--- src/rtl/fetch_stage_hs.sv ---
// Instruction-fetch stage: PC register, variable-latency imem req/ack port, valid/ready to decode.
// Optional FETCH_MISALIGN_EN: misaligned PCs are reported on inst_misalign instead of being fetched.
module fetch_stage_hs #(
   parameter int              XLEN     = 32,
   parameter int              PC_STEP  = 4,
   parameter logic [XLEN-1:0] RESET_PC = '0
) (
   input  logic            clk,
   input  logic            reset,
   output logic            imem_req,
   output logic [XLEN-1:0] imem_addr,
   input  logic            imem_ack,
   input  logic [XLEN-1:0] imem_rdata,
   input  logic            redirect_valid,
   input  logic [XLEN-1:0] redirect_pc,
   output logic            inst_valid,
   input  logic            inst_ready,
   output logic [XLEN-1:0] inst,
   output logic [XLEN-1:0] inst_pc
`ifdef FETCH_MISALIGN_EN
   ,
   output logic            inst_misalign
`endif
);

   // state  | meaning
   // S_REQ  | request to memory open (or about to open after reset), waiting for imem_ack
   // S_HOLD | fetched instruction presented to decode, waiting for transfer or redirect

   typedef enum logic {
      S_REQ,
      S_HOLD
   } state_t;

   localparam logic [XLEN-1:0] STEP = XLEN'(PC_STEP);

   state_t          state_q, state_d;
   logic [XLEN-1:0] pc_q, pc_d;
   logic [XLEN-1:0] pc_next_q, pc_next_d;
   logic            kill_q, kill_d;
   logic            req_q, req_d;
   logic [XLEN-1:0] inst_q, inst_d;
   logic [XLEN-1:0] inst_pc_q, inst_pc_d;
   logic            valid_q, valid_d;
   logic            launch;
   logic [XLEN-1:0] launch_pc;
`ifdef FETCH_MISALIGN_EN
   logic            misal_q, misal_d;
`endif

   always_ff @(posedge clk) begin
      if (reset) begin
         state_q   <= S_REQ;
         pc_q      <= RESET_PC;
         pc_next_q <= RESET_PC;
         kill_q    <= 1'b0;
         req_q     <= 1'b0;
         inst_q    <= '0;
         inst_pc_q <= '0;
         valid_q   <= 1'b0;
`ifdef FETCH_MISALIGN_EN
         misal_q   <= 1'b0;
`endif
      end else begin
         state_q   <= state_d;
         pc_q      <= pc_d;
         pc_next_q <= pc_next_d;
         kill_q    <= kill_d;
         req_q     <= req_d;
         inst_q    <= inst_d;
         inst_pc_q <= inst_pc_d;
         valid_q   <= valid_d;
`ifdef FETCH_MISALIGN_EN
         misal_q   <= misal_d;
`endif
      end
   end

   always_comb begin
      state_d   = state_q;
      pc_d      = pc_q;
      pc_next_d = pc_next_q;
      kill_d    = kill_q;
      req_d     = req_q;
      inst_d    = inst_q;
      inst_pc_d = inst_pc_q;
      valid_d   = valid_q;
      launch    = 1'b0;
      launch_pc = pc_q;
`ifdef FETCH_MISALIGN_EN
      misal_d   = misal_q;
`endif

      case (state_q)
         S_REQ: begin
            if (!req_q) begin
               launch    = 1'b1;
               launch_pc = redirect_valid ? redirect_pc : pc_q;
            end else if (kill_q) begin
               // Killed request: drop the returned word, last redirect wins.
               if (imem_ack) begin
                  kill_d    = 1'b0;
                  launch    = 1'b1;
                  launch_pc = redirect_valid ? redirect_pc : pc_next_q;
               end else if (redirect_valid) begin
                  pc_next_d = redirect_pc;
               end
            end else if (redirect_valid) begin
               if (imem_ack) begin
                  launch    = 1'b1;
                  launch_pc = redirect_pc;
               end else begin
                  // Address must stay stable until the ack, so defer the redirect.
                  kill_d    = 1'b1;
                  pc_next_d = redirect_pc;
               end
            end else if (imem_ack) begin
               state_d   = S_HOLD;
               req_d     = 1'b0;
               inst_d    = imem_rdata;
               inst_pc_d = pc_q;
               valid_d   = 1'b1;
               pc_d      = pc_q + STEP;
            end
         end
         S_HOLD: begin
            if (redirect_valid) begin
               valid_d   = 1'b0;
               launch    = 1'b1;
               launch_pc = redirect_pc;
`ifdef FETCH_MISALIGN_EN
               misal_d   = 1'b0;
`endif
            end else if (valid_q && inst_ready) begin
               valid_d = 1'b0;
`ifdef FETCH_MISALIGN_EN
               // A misaligned PC parks the stage until the next redirect.
               if (!misal_q) begin
                  state_d = S_REQ;
                  req_d   = 1'b1;
               end
               misal_d = 1'b0;
`else
               state_d = S_REQ;
               req_d   = 1'b1;
`endif
            end
         end
         default: state_d = S_REQ;
      endcase

      if (launch) begin
         pc_d    = launch_pc;
         state_d = S_REQ;
         req_d   = 1'b1;
`ifdef FETCH_MISALIGN_EN
         if ((launch_pc % STEP) != '0) begin
            state_d   = S_HOLD;
            req_d     = 1'b0;
            valid_d   = 1'b1;
            inst_d    = '0;
            inst_pc_d = launch_pc;
            misal_d   = 1'b1;
         end
`endif
      end
   end

   assign imem_req   = req_q;
   assign imem_addr  = pc_q;
   assign inst_valid = valid_q;
   assign inst       = inst_q;
   assign inst_pc    = inst_pc_q;
`ifdef FETCH_MISALIGN_EN
   assign inst_misalign = misal_q;
`endif

endmodule
--- config.mk ---
export PLATFORM = sky130hd
export DESIGN_NAME = fetch_stage_hs
export DESIGN_NICKNAME = d
export VERILOG_FILES = /design/src/rtl/fetch_stage_hs.sv
export SDC_FILE = /design/constraint.sdc
export NUM_CORES = 1
export LEC_CHECK = 0
export BUFFER_PORTS_ARGS = -buffer_cell sky130_fd_sc_hd__buf_4
export CORE_UTILIZATION = 45
export DETAILED_ROUTE_END_ITERATION = 8
export PLACE_DENSITY_LB_ADDON = 0.3
export SKIP_LAST_GASP = 1
export SLEW_MARGIN = 20
export SYNTH_ARGS = -nofsm -noshare
export SYNTH_HDL_FRONTEND = slang
export SYNTH_SLANG_ARGS = --single-unit
export TNS_END_PERCENT = 5
--- constraint.sdc ---
create_clock -name clk -period 2.7 [get_ports clk]
set_input_delay 0.135 -clock clk [delete_from_list [all_inputs] [get_ports clk]]
set_output_delay 0.135 -clock clk [all_outputs]
set_load 0.005 [all_outputs]
======== After elaboration in Yosys (flattened, before gate mapping) ========
Cells that the tools add are included.
word-level totals
  output and inout port bits .............. 98
  word-level logic and storage cells ...... 85
  bits of input ports ..................... 69
  flip-flop bits (word level) ............. 132
operators by class
  mux-type cells .......................... 47
  reduce and logical (&&, ||, !) cells .... 11
  add/subtract/negate cells ............... 1
  equal/unequal tests ..................... 15
  bitwise operators ....................... 3
operators by type and width
  cell                                                              number
  32-bit two-way mux                                                17
  32-bit one-hot mux with 2 select lines                            1
  32-bit by 3-bit adder with 32-bit output (second input constant)  1
  1-bit two-way mux                                                 25
  5-bit AND reduction                                               3
  2-bit != test (second input constant)                             6
  4-bit != test (second input constant)                             2
  1-bit one-hot mux with 2 select lines                             4
  8-bit AND reduction                                               1
  2-bit by 1-bit != test with 1-bit output (second input constant)  3
  3-bit by 2-bit != test with 1-bit output (second input constant)  2
  2-bit nonzero test                                                3
  5-bit != test (second input constant)                             1
  2-bit AND reduction                                               2
  3-bit by 1-bit != test with 1-bit output (second input constant)  1
  1-bit inverter                                                    3
  2-bit OR reduction                                                1
  1-bit logical AND                                                 1

======== Logic depth before layout (Yosys ltp) ========
Gate-level depths: netlist of run 1.
  word-level depth ........................ 7
  gate-level depth with buffers ........... 8

======== Worst setup path before layout of run 1 ========
No wires, ideal clock.
  kind .................................... register -> register
  start point ............................. register pc_q[2] (netlist: imem_addr[2])
  end point ............................... register pc_q[30] (netlist: imem_addr[30])
  stages on the path, launching flop included .. 8
  clock period less this slack ............ 2.183 ns
  arrival ................................. 2.055 ns
  path buffers ............................ 1
  slack ................................... 0.517 ns
  path through ............................ dfxtp_1 > ha_1 > nand3_1 > or4_1 > buf_2 > or4_4 > mux2i_1 > o21ai_1
between the ends
  word-level cells in the longest chain between the ends .. 7
RTL lines
  element                                   RTL line  RTL
  start: declaration                        38        logic [XLEN-1:0] pc_q, pc_d;
  start signal: assignment                  66        pc_q <= pc_d;
  32-bit by 3-bit adder with 32-bit output  123       pc_d = pc_q + STEP;
  32-bit two-way mux                        117       end else if (imem_ack) begin
  32-bit two-way mux                        108       end else if (redirect_valid) begin
  32-bit two-way mux                        99        end else if (kill_q) begin
  32-bit two-way mux                        96        if (!req_q) begin
  32-bit two-way mux                        94        case (state_q)
  32-bit two-way mux                        152       if (launch) begin
Every way passes these cells. The select of a mux whose other input is x is not followed.
A chain may end at the register's enable or synchronous reset.

======== Worst setup path after layout of run 1 ========
  start point ............................. register pc_q[9] (netlist: imem_addr[9])
  end point ............................... register pc_q[30] (netlist: imem_addr[30])
The elaborated chain is that of the path after synthesis.

==> flow_metrics.env, run 1 <==
export IMPL_status="complete, no violations"
export IMPL_clock_sinks=132
export IMPL_layout_commonest_cell="nand2_1"
export IMPL_numPlacedInstances=1087
export IMPL_dr_pass1_iters=6
export IMPL_grt_pass1_vias=6563
export IMPL_drive_above_1_share=0.2347
export IMPL_setup_ws_ns=0.4279
export IMPL_grt_util_met2=0.4860
export IMPL_start_kind="flip-flop"
export IMPL_place_ws_ns=0.4440
export IMPL_antenna_cells=0
export IMPL_hpwl_um=13100
export IMPL_setup_violations=0
export IMPL_cp_max_fo=11
export IMPL_vias_per_cell=5.749
export IMPL_fp_dieArea_sq_um=13880
export IMPL_ys_seq_elements=132
export IMPL_routed_wl_um=20660
export IMPL_r2r_start="imem_addr[9]"
export IMPL_post_drt_wl_per_cell_um=17.48
export IMPL_area_delta_synth_final_pct=43.39
export IMPL_fin_tns_setup_ns=0
export IMPL_grtUsageMet1=0.3738
export IMPL_top_usage_layer="met2"
export IMPL_ant_nets=0
export IMPL_synth_edff_count=0
export IMPL_synth_nets=859
export IMPL_cts_root_buf="clkbuf_16"
export IMPL_synth_distinct_cells=63
export IMPL_grtUsageMet3=0.08672
export IMPL_hold_violations=0
export IMPL_start_util=0.4706
export IMPL_synth_top_flop_cell="dfxtp_1"
export IMPL_cts_path_max_buffers=2
export IMPL_p_leak_nw=3.366
export IMPL_synth_yosys_seq_area_share=0.4378
export IMPL_slew_headroom=0.4525
export IMPL_grt_start_max_net_pins=88
export IMPL_async_flop_share=0
export IMPL_place_gp_congestion=0.9541
export IMPL_design_area_sq_um=8655
export IMPL_min_delay_start="redirect_pc[24]"
export IMPL_finalNetCount=1067
export IMPL_grt_overflow=0
export IMPL_cp_arrival_ns=2.56
export IMPL_grt_antenna_before_repair=0
export IMPL_timing_fmax_mhz=440.1
export IMPL_fin_cells=1182
export IMPL_crit_path_start="imem_addr[9]"
export IMPL_cts_tree="done"
export IMPL_ios=167
export IMPL_fillers=1085
export IMPL_cellPowerDensity_nw_per_um2=588.0
export IMPL_maxCapViolCount=0
export IMPL_synthCells=789
export IMPL_drtIter0Drc=725
export IMPL_track_usage=0.2994
export IMPL_worst_slew_pin_slew_ns=0.8212
export IMPL_htreeDepth=4
export IMPL_dpl_instance_area_sq_um=7487
export IMPL_die_h_um=117.8
export IMPL_slew_viol_final=0
export IMPL_yosysWarningCount=0
export IMPL_hold_class="input port to flip-flop"
export IMPL_portBuffers=166
export IMPL_drc_errors=0
export IMPL_min_period_over_period=0.8415
export IMPL_cts_buffers=17
export IMPL_period_needed_ns=2.272
export IMPL_final_cell_mix="nand2_1, buf_4, dfxtp_1"
export IMPL_rsz0062_at_grt="false"
export IMPL_syn_area_sq_um=6036
export IMPL_worst_setup_path_type="flip-flop to flip-flop"
export IMPL_peakVddDrop_v=0.0004332
export IMPL_vias=6795
export IMPL_worstPathRequired_ns=2.99
export IMPL_core_area_sq_um=12820
export IMPL_clk_latency_ns=0.42
export IMPL_grt_pass1_wl_um=33380
export IMPL_finalClockSkew_ns=0.004860
export IMPL_cp_end_kind="flip-flop"
export IMPL_rows=41
export IMPL_avgSynthCellArea_sq_um=7.650
export IMPL_fp_dieW_um=117.8
export IMPL_clk_transition_reported_paths_ns=0.06
[synth_stat cells, types with 2 or more instances]
library cell,count,share of area
nand2_1,222,0.14
dfxtp_1,132,0.44
a21oi_1,123,0.10
clkbuf_1,56,0.035
o21ai_0,22,0.018
nor2_1,19,0.012
nand3_1,12,0.010
inv_1,10,0.0062
o221ai_1,10,0.015
nor3_1,9,0.0075
o22a_1,9,0.013
o22ai_1,9,0.0093
a22oi_1,8,0.010
a31oi_1,8,0.0083
and2_1,8,0.0083
nand4_1,8,0.0083
nor4_1,8,0.0083
a211oi_1,6,0.0075
a2bb2oi_1,6,0.0087
a32o_1,6,0.010
buf_1,6,0.0037
o31ai_1,6,0.0075
buf_2,5,0.0041
or4_1,5,0.0062
clkbuf_2,4,0.0033
nand2b_1,4,0.0041
o21a_1,4,0.0050
o2bb2ai_1,4,0.0058
or3_1,4,0.0041
a2111oi_0,3,0.0044
a221oi_1,3,0.0044
a22o_1,3,0.0044
and4_1,3,0.0044
and4b_1,3,0.0050
nand3b_1,3,0.0037
o21ai_1,3,0.0025
o32ai_1,3,0.0044
a221o_1,2,0.0033
and3_1,2,0.0021
mux2i_1,2,0.0033
o211ai_1,2,0.0025
o32a_1,2,0.0033
xnor2_1,2,0.0029
[worst paths after layout]
path | end | slack, ns | cells after the start
worst max register to register | imem_addr[30] | 0.43 | 5
worst min-delay path | pc_next_q[24] | 0.02 | 3
worst max-delay path | imem_addr[30] | 0.43 | 5
worst min register to register | inst[17] | 0.45 | 2
[timing repair]
| action | in CTS | in global routing |
|---|---|---|
| setup endpoints to repair | 0 | 0 |
| hold buffers | 63 | 0 |
| gates resized for setup | 0 | 0 |
| buffers inserted | 0 | 0 |
| hold endpoints to repair | 63 | 0 |
[sequential cells by signal, indices dropped and copies added (netlist names)]
name / cells
state_q: 1
inst_pc: 32
kill_q: 1
inst_valid: 1
inst: 32
imem_addr: 32
imem_req: 1
pc_next_q: 32
[cell type report]
class	count	area [sq um]	share of cell area
Clock inverter	11	86.33	0.009975
Tap cell	172	215.2	0.02487
Multi-Input combinational cell	575	3080	0.3559
Timing Repair Buffer	261	2142	0.2475
Sequential cell	132	2643	0.3053
Inverter	10	37.54	0.004337
Clock buffer	21	450.4	0.05205
[power by group]
part	internal, mW	switching, mW
Sequential	2.04	0.128
Combinational	0.408	0.392
Clock	1.27	0.841
[critical path: stages, from the launching register on]
cell	delay (ns)
dfxtp_1	0.55
nand4_4	0.16
or4_1	0.68
or4_4	0.53
mux2i_1	0.15
o21ai_1	0.08
[metrics by stage]
step | power, mW | util | hold slack, ns
3_3_place_gp | 2.912 | 0.5838 | 0.3809
2_1_floorplan | 2.558 | - | 0.2469
5_1_grt | 5.291 | 0.6748 | 0.02218
3_5_place_dp | 2.919 | 0.5838 | 0.3909
4_1_cts | 5.098 | 0.6748 | 0.006991
6_report | 5.088 | 0.6748 | 0.01565
[metal layers]
layer | up-vias | share of wire
met5 | - | 0
li1 | 3231 | -
met2 | 342 | 0.47
met3 | 43 | 0.097
met4 | 0 | 0.025
met1 | 3179 | 0.41
[logic make-up after synthesis]
group,after synthesis,synth area share
AO/OA/AOI/OAI,251,0.2618
XOR/XNOR,2,0.002903
adder cells (fa/ha/maj),1,0.002073
buffers and inverters,82,0.05452
flip-flops,132,0.4378
multiplexers,3,0.005182
AND/OR/NAND/NOR,318,0.2357
No activity file was read; power rests on OpenSTA's default activity.
==> run 2: changes to the inputs <==
--- a/config.mk
+++ b/config.mk
@@ -5,6 +5,7 @@
 export SDC_FILE = /design/constraint.sdc
 export NUM_CORES = 1
 export LEC_CHECK = 0
+export ABC_AREA = 1
 export BUFFER_PORTS_ARGS = -buffer_cell sky130_fd_sc_hd__buf_4
 export CORE_UTILIZATION = 45
 export DETAILED_ROUTE_END_ITERATION = 8
==> constraint.sdc (replaced) <==
create_clock -name clk -period 2 [get_ports clk]
set_input_delay 0.1 -clock clk [delete_from_list [all_inputs] [get_ports clk]]
set_output_delay 0.1 -clock clk [all_outputs]
set_load 0.005 [all_outputs]
==> run 2 against run 1 <==
  * Clock power grew 41%
  * Final area grew 7.2%
  * Sequential cell count is the same
  * Via count grew 9.7%
  * Count of clock-buffer cells in the layout shrank 3
  * Sequential share of layout area shrank 2.0 points
  * Combinational power grew 69%
  * Critical endpoint is now imem_addr[26]
==> flow_metrics.env, run 2 <==
export IMPL_grt_antenna_before_repair=0
export IMPL_final_core_utilization=0.6287
export IMPL_worst_setup_path_type="flip-flop to flip-flop"
export IMPL_ys_seq_elements=132
export IMPL_yosysWarningCount=0
export IMPL_rows=44
export IMPL_grt_pass1_wl_um=34320
export IMPL_r2r_start="imem_addr[3]"
export IMPL_avgSynthCellArea_sq_um=6.415
export IMPL_peakVddDrop_v=0.0006087
export IMPL_synth_area_top_cells="dfxtp_1, nand2_1, a21oi_1"
export IMPL_core_area_sq_um=14750
export IMPL_setup_ws_ns=0.2286
export IMPL_top_usage_layer="met2"
export IMPL_setup_violations=0
export IMPL_maxCapViolCount=0
export IMPL_portBuffers=166
export IMPL_p_leak_nw=3.981
export IMPL_finalNetCount=1321
export IMPL_synthCells=1077
export IMPL_synth_most_common_cell="nand2_1"
export IMPL_worst_slew_pin_slew_ns=0.4030
export IMPL_synthXorXnorAreaFrac=0.006338
export IMPL_place_ws_ns=0.1993
export IMPL_grtUsageMet1=0.3729
export IMPL_yosys_area_share_adder=0.001811
export IMPL_synth_top_area_cell="dfxtp_1"
export IMPL_p_total_mw=7.335
export IMPL_die_h_um=125.9
export IMPL_fillers=1378
export IMPL_synth_simple_gate_area_frac=0.2412
export IMPL_syn_area_sq_um=6909
export IMPL_post_drt_wl_per_cell_um=14.60
export IMPL_hold_class="input port to flip-flop"
export IMPL_synth_nets=1147
export IMPL_synth_top_cells_by_count="nand2_1, a21oi_1, inv_1, dfxtp_1, o21ai_0"
export IMPL_vias=7452
export IMPL_track_usage=0.2696
export IMPL_grtUsageMet3=0.07179
export IMPL_dr_pass1_iters=5
export IMPL_routed_wl_um=21140
export IMPL_cp_arrival_ns=2.08
export IMPL_min_period_over_period=0.8857
export IMPL_antenna_cells=0
export IMPL_finalClockSkew_ns=0.01155
export IMPL_start_util=0.4683
export IMPL_period_needed_ns=1.771
export IMPL_cts_buffers=17
export IMPL_cts_tree="done"
export IMPL_reg2reg_slack_ns=0.23
export IMPL_layout_commonest_cell="nand2_1"
export IMPL_clock_sinks=132
export IMPL_status="complete, no violations"
export IMPL_cellPowerDensity_nw_per_um2=790.7
export IMPL_synth_compound_area_frac=0.2476
export IMPL_synth_yosys_seq_area_share=0.3825
export IMPL_grt_util_met2=0.4072
export IMPL_synth_top_family_by_area="compound AO/OA/AOI/OAI gates"
export IMPL_htreeDepth=4
export IMPL_fp_dieArea_sq_um=15850
export IMPL_fp_dieW_um=125.9
export IMPL_rsz0062_at_grt="false"
export IMPL_hpwl_um=14310
export IMPL_place_gp_congestion=0.9330
export IMPL_vias_per_cell=5.146
export IMPL_area_delta_synth_final_pct=34.26
export IMPL_final_cell_mix="nand2_1, buf_4, a21oi_1"
export IMPL_endpoint="imem_addr[26]"
export IMPL_clk_transition_reported_paths_ns=0.06
export IMPL_synth_top_cell_area_share=0.3825
export IMPL_drtIter0Drc=603
export IMPL_cts_path_max_buffers=2
export IMPL_grt_start_max_net_pins=66
export IMPL_worstPathRequired_ns=2.31
export IMPL_synth_top_flop_cell="dfxtp_1"
export IMPL_slew_viol_final=0
export IMPL_async_flop_share=0
export IMPL_cp_end_kind="flip-flop"
export IMPL_ios=167
export IMPL_ff2ff_path_depth=10
export IMPL_start_kind="flip-flop"
export IMPL_crit_path_start="imem_addr[3]"
export IMPL_timing_fmax_mhz=564.5
export IMPL_whs_ns=0.003941
export IMPL_cts_root_buf="clkbuf_16"
export IMPL_fin_tns_setup_ns=0
export IMPL_drive_above_1_share=0.1915
export IMPL_ant_nets=0
export IMPL_synth_distinct_cells=33
export IMPL_synthMuxAreaShare=0
export IMPL_slew_headroom=0.7309
export IMPL_hold_violations=0
export IMPL_cp_max_fo=7
export IMPL_synth_edff_count=0
export IMPL_clk_latency_ns=0.42
export IMPL_grt_overflow=0
export IMPL_worstReg2RegEnd="imem_addr[26]"
export IMPL_drc_errors=0
export IMPL_grt_pass1_vias=6636
-- run 2: changes by cell type after synthesis, sizes merged, moves of 9 or more --
cell | before | now
o21ai | 25 | 166
o22a | 9 | 0
a21oi | 123 | 138
clkbuf | 61 | 36
o221ai | 10 | 0
o211ai | 2 | 17
nand3 | 12 | 41
nor2 | 19 | 90
o22ai | 9 | 0
or2 | 1 | 22
buf | 11 | 30
nand2 | 222 | 238
inv | 10 | 143
-- run 2: stage by stage --
step	std cells	area, sq um
6_report	1448	9276
4_1_cts	1448	9271
3_5_place_dp	1386	8404
3_3_place_gp	1386	8404
2_1_floorplan	1077	6909
5_1_grt	1448	9276
-- run 2: worst max-delay path: stages, from the launching register on --
cell and delay (ns):
dfxtp_1 0.33, ha_1 0.30, nand2_1 0.15, nor2_4 0.21, nand2_1 0.09, nor2_1 0.20
nand2_1 0.09, nand2_1 0.06, nand2_1 0.05, a21oi_1 0.12, nor2_1 0.05
-- run 2: logic make-up after synthesis --
| group | Yosys count |
|---|---|
| flops | 132 |
| fa+ha+maj | 1 |
| buf+inv | 209 |
| xor+xnor | 5 |
| compound gates | 326 |
| simple gates | 404 |
-- run 2: repair_timing --
item                       CTS  global route
setup buffers                0             0
hold buffers                30             0
setup endpoints to repair    0             1
resized for setup            0             1
hold endpoints to repair    30             0
-- run 2: power breakdown --
group | switching (mW) | leakage (nW) | internal [mW]
combinational | 0.728 | 2.63 | 0.624
clock | 1.23 | 0.269 | 1.75
sequential | 0.194 | 1.08 | 2.81
-- run 2: area by class of cell --
class / instances / area [sq um] / share of cell area
Clock buffer: 18 / 439.2 / 0.04734
Clock inverter: 14 / 127.6 / 0.01376
Inverter: 143 / 539.3 / 0.05813
Multi-Input combinational cell: 736 / 3451 / 0.3720
Sequential cell: 132 / 2643 / 0.2849
Tap cell: 184 / 230.2 / 0.02482
Timing Repair Buffer: 221 / 1847 / 0.1991
-- run 2: how the worst min path moves through the flow --
stage                              start  endpoint  slack, ns  cells after the start
after floorplan           imem_rdata[27]  inst[27]       0.28                      2
after global placement    imem_rdata[28]  inst[28]       0.37                      3
after detailed placement   imem_rdata[7]   inst[7]       0.38                      3
after CTS                 imem_rdata[17]  inst[17]     0.0002                      3
after global routing      imem_rdata[17]  inst[17]      0.005                      3
final                     imem_rdata[18]  inst[18]      0.004                      3
-- run 2: per-layer routing --
metal	wire (um)	part of all wire
met4	393	0.019
met3	1882	0.089
met2	9011	0.43
met1	9850	0.47
met5	0	0
==> run 3: changes to the inputs <==
--- a/config.mk
+++ b/config.mk
@@ -7,7 +7,7 @@
 export LEC_CHECK = 0
 export ABC_AREA = 1
 export BUFFER_PORTS_ARGS = -buffer_cell sky130_fd_sc_hd__buf_4
-export CORE_UTILIZATION = 45
+export CORE_UTILIZATION = 49
 export DETAILED_ROUTE_END_ITERATION = 8
 export PLACE_DENSITY_LB_ADDON = 0.3
 export SKIP_LAST_GASP = 1
==> run 3 against run 2 <==
  * Combinational power is essentially flat
  * Clock power grew 7.7%
  * Worst hold slack gained 0.018 ns
  * Clock skew shrank 0.0064 ns
  * Highest routed layer unchanged
==> flow_metrics.env, run 3 (same netlist as run 2, synthesis figures left out) <==
export IMPL_hold_violations=0
export IMPL_track_usage=0.2875
export IMPL_area_delta_synth_final_pct=34.24
export IMPL_slew_viol_final=0
export IMPL_p_total_mw=7.557
export IMPL_p_leak_nw=3.997
export IMPL_vias=7421
export IMPL_cts_buffers=17
export IMPL_finalNetCount=1323
export IMPL_rsz0062_at_grt="false"
export IMPL_hpwl_um=14030
export IMPL_worst_slew_pin_slew_ns=0.4603
export IMPL_routed_wl_um=20750
export IMPL_post_drt_wl_per_cell_um=14.36
export IMPL_grt_pass1_vias=6585
export IMPL_drive_above_1_share=0.1913
export IMPL_fin_cells=1445
export IMPL_worstPathRequired_ns=2.31
export IMPL_clock_sinks=132
export IMPL_timing_fmax_mhz=554.8
export IMPL_peakVddDrop_v=0.0005746
export IMPL_final_cell_mix="nand2_1, buf_4, a21oi_1"
export IMPL_clk_transition_reported_paths_ns=0.06
export IMPL_fp_dieArea_sq_um=14580
export IMPL_min_path_cells=4
export IMPL_clk_latency_ns=0.42
export IMPL_maxCapViolCount=0
export IMPL_grt_antenna_before_repair=0
export IMPL_ios=167
export IMPL_start_kind="flip-flop"
export IMPL_drtIter0Drc=714
export IMPL_dr_pass1_iters=6
export IMPL_cp_end_kind="flip-flop"
export IMPL_setup_violations=0
export IMPL_grt_overflow=0
export IMPL_power_frac_comb=0.179
export IMPL_numPlacedInstances=1383
export IMPL_core_area_sq_um=13830
export IMPL_ff2ff_path_depth=10
export IMPL_drc_errors=0
export IMPL_min_period_over_period=0.9012
export IMPL_start_util=0.4997
export IMPL_cts_path_max_buffers=2
export IMPL_grt_pass1_wl_um=33060
export IMPL_die_h_um=120.7
export IMPL_cp_arrival_ns=2.12
export IMPL_rows=43
export IMPL_place_gp_congestion=0.8909
export IMPL_portBuffers=166
export IMPL_p_sw_mw=2.105
export IMPL_htreeDepth=4
export IMPL_cts_root_buf="clkbuf_16"
export IMPL_worst_setup_path_type="flip-flop to flip-flop"
export IMPL_antenna_cells=0
export IMPL_p_clk_frac=0.425
export IMPL_period_needed_ns=1.802
export IMPL_cts_setup_buffers=0
export IMPL_cellPowerDensity_nw_per_um2=814.8
export IMPL_grt_start_max_net_pins=124
export IMPL_slew_headroom=0.6931
export IMPL_p_sw_frac=0.2785
export IMPL_whs_ns=0.02191
export IMPL_cts_tree="done"
export IMPL_fin_tns_setup_ns=0
export IMPL_finalClockSkew_ns=0.005143
export IMPL_cp_max_fo=12
export IMPL_fp_dieW_um=120.7
export IMPL_status="complete, no violations"
export IMPL_ant_nets=0
export IMPL_intPower_mw=5.452
export IMPL_vias_per_cell=5.136
export IMPL_hold_class="input port to flip-flop"
export IMPL_p_seq_frac=0.396
export IMPL_layout_commonest_cell="nand2_1"
==> run 3: path summary, 6_finish.rpt <==
check                            startpoint  slack (ns)            to
worst min register to register  inst_pc[18]        0.44   inst_pc[18]
worst min-delay path             inst_ready        0.02      imem_req
worst max register to register     imem_req        0.20  imem_addr[7]
worst max-delay path               imem_req        0.20  imem_addr[7]
==> run 3: area by class of cell <==
type | instances | area (sq um)
fillers | 1224 | 4552
multi-input cells | 736 | 3446
flip-flops and latches | 132 | 2643
repair buffers | 223 | 1814
inverters | 143 | 539.3
clock buffers | 19 | 452.9
well taps | 180 | 225.2
clock inverters | 12 | 155.1
==> run 3: routing by layer <==
metal	track usage	part of all wire
met5	0	0
met4	0.1181	0.027
met3	0.06132	0.084
met2	0.4361	0.43
met1	0.3943	0.46
==> run 3: power groups by stage <==
stage	registers (mW)	clock network [mW]	logic (mW)
final	2.99	3.21	1.36
after global routing	3.01	3.37	1.50
after CTS	2.98	3.24	1.34
after detailed placement	3.04	0	1.28
after global placement	3.03	0	1.26
after floorplan	3.02	0	0.686
==> run 3: worst max-delay path: stages, from the launching register on <==
cell,delay (ns)
dfxtp_1,0.46
nand2_2,0.13
inv_4,0.12
nand2_2,0.09
nand2_2,0.26
buf_4,0.24
a21oi_1,0.07
o21ai_1,0.12
nand3_1,0.09
nand2_1,0.07
inv_1,0.04
==> run 3: timing repair <==
| item | 4_1_cts | 5_1_grt |
|---|---|---|
| hold buffers | 31 | 0 |
| endpoints found under the hold margin | 31 | 0 |
| gates resized for setup | 0 | 0 |
==> run 3: per-stage QoR <==
stage / cell area [sq um] / setup slack, ns / utilization
floorplan: 6909 / 0.4289 / -
global placement: 8357 / 0.2460 / 0.6044
detailed placement: 8357 / 0.2618 / 0.6044
CTS: 9275 / 0.2243 / 0.6708
global route: 9275 / 0.03034 / 0.6708
finish: 9275 / 0.1976 / 0.6708
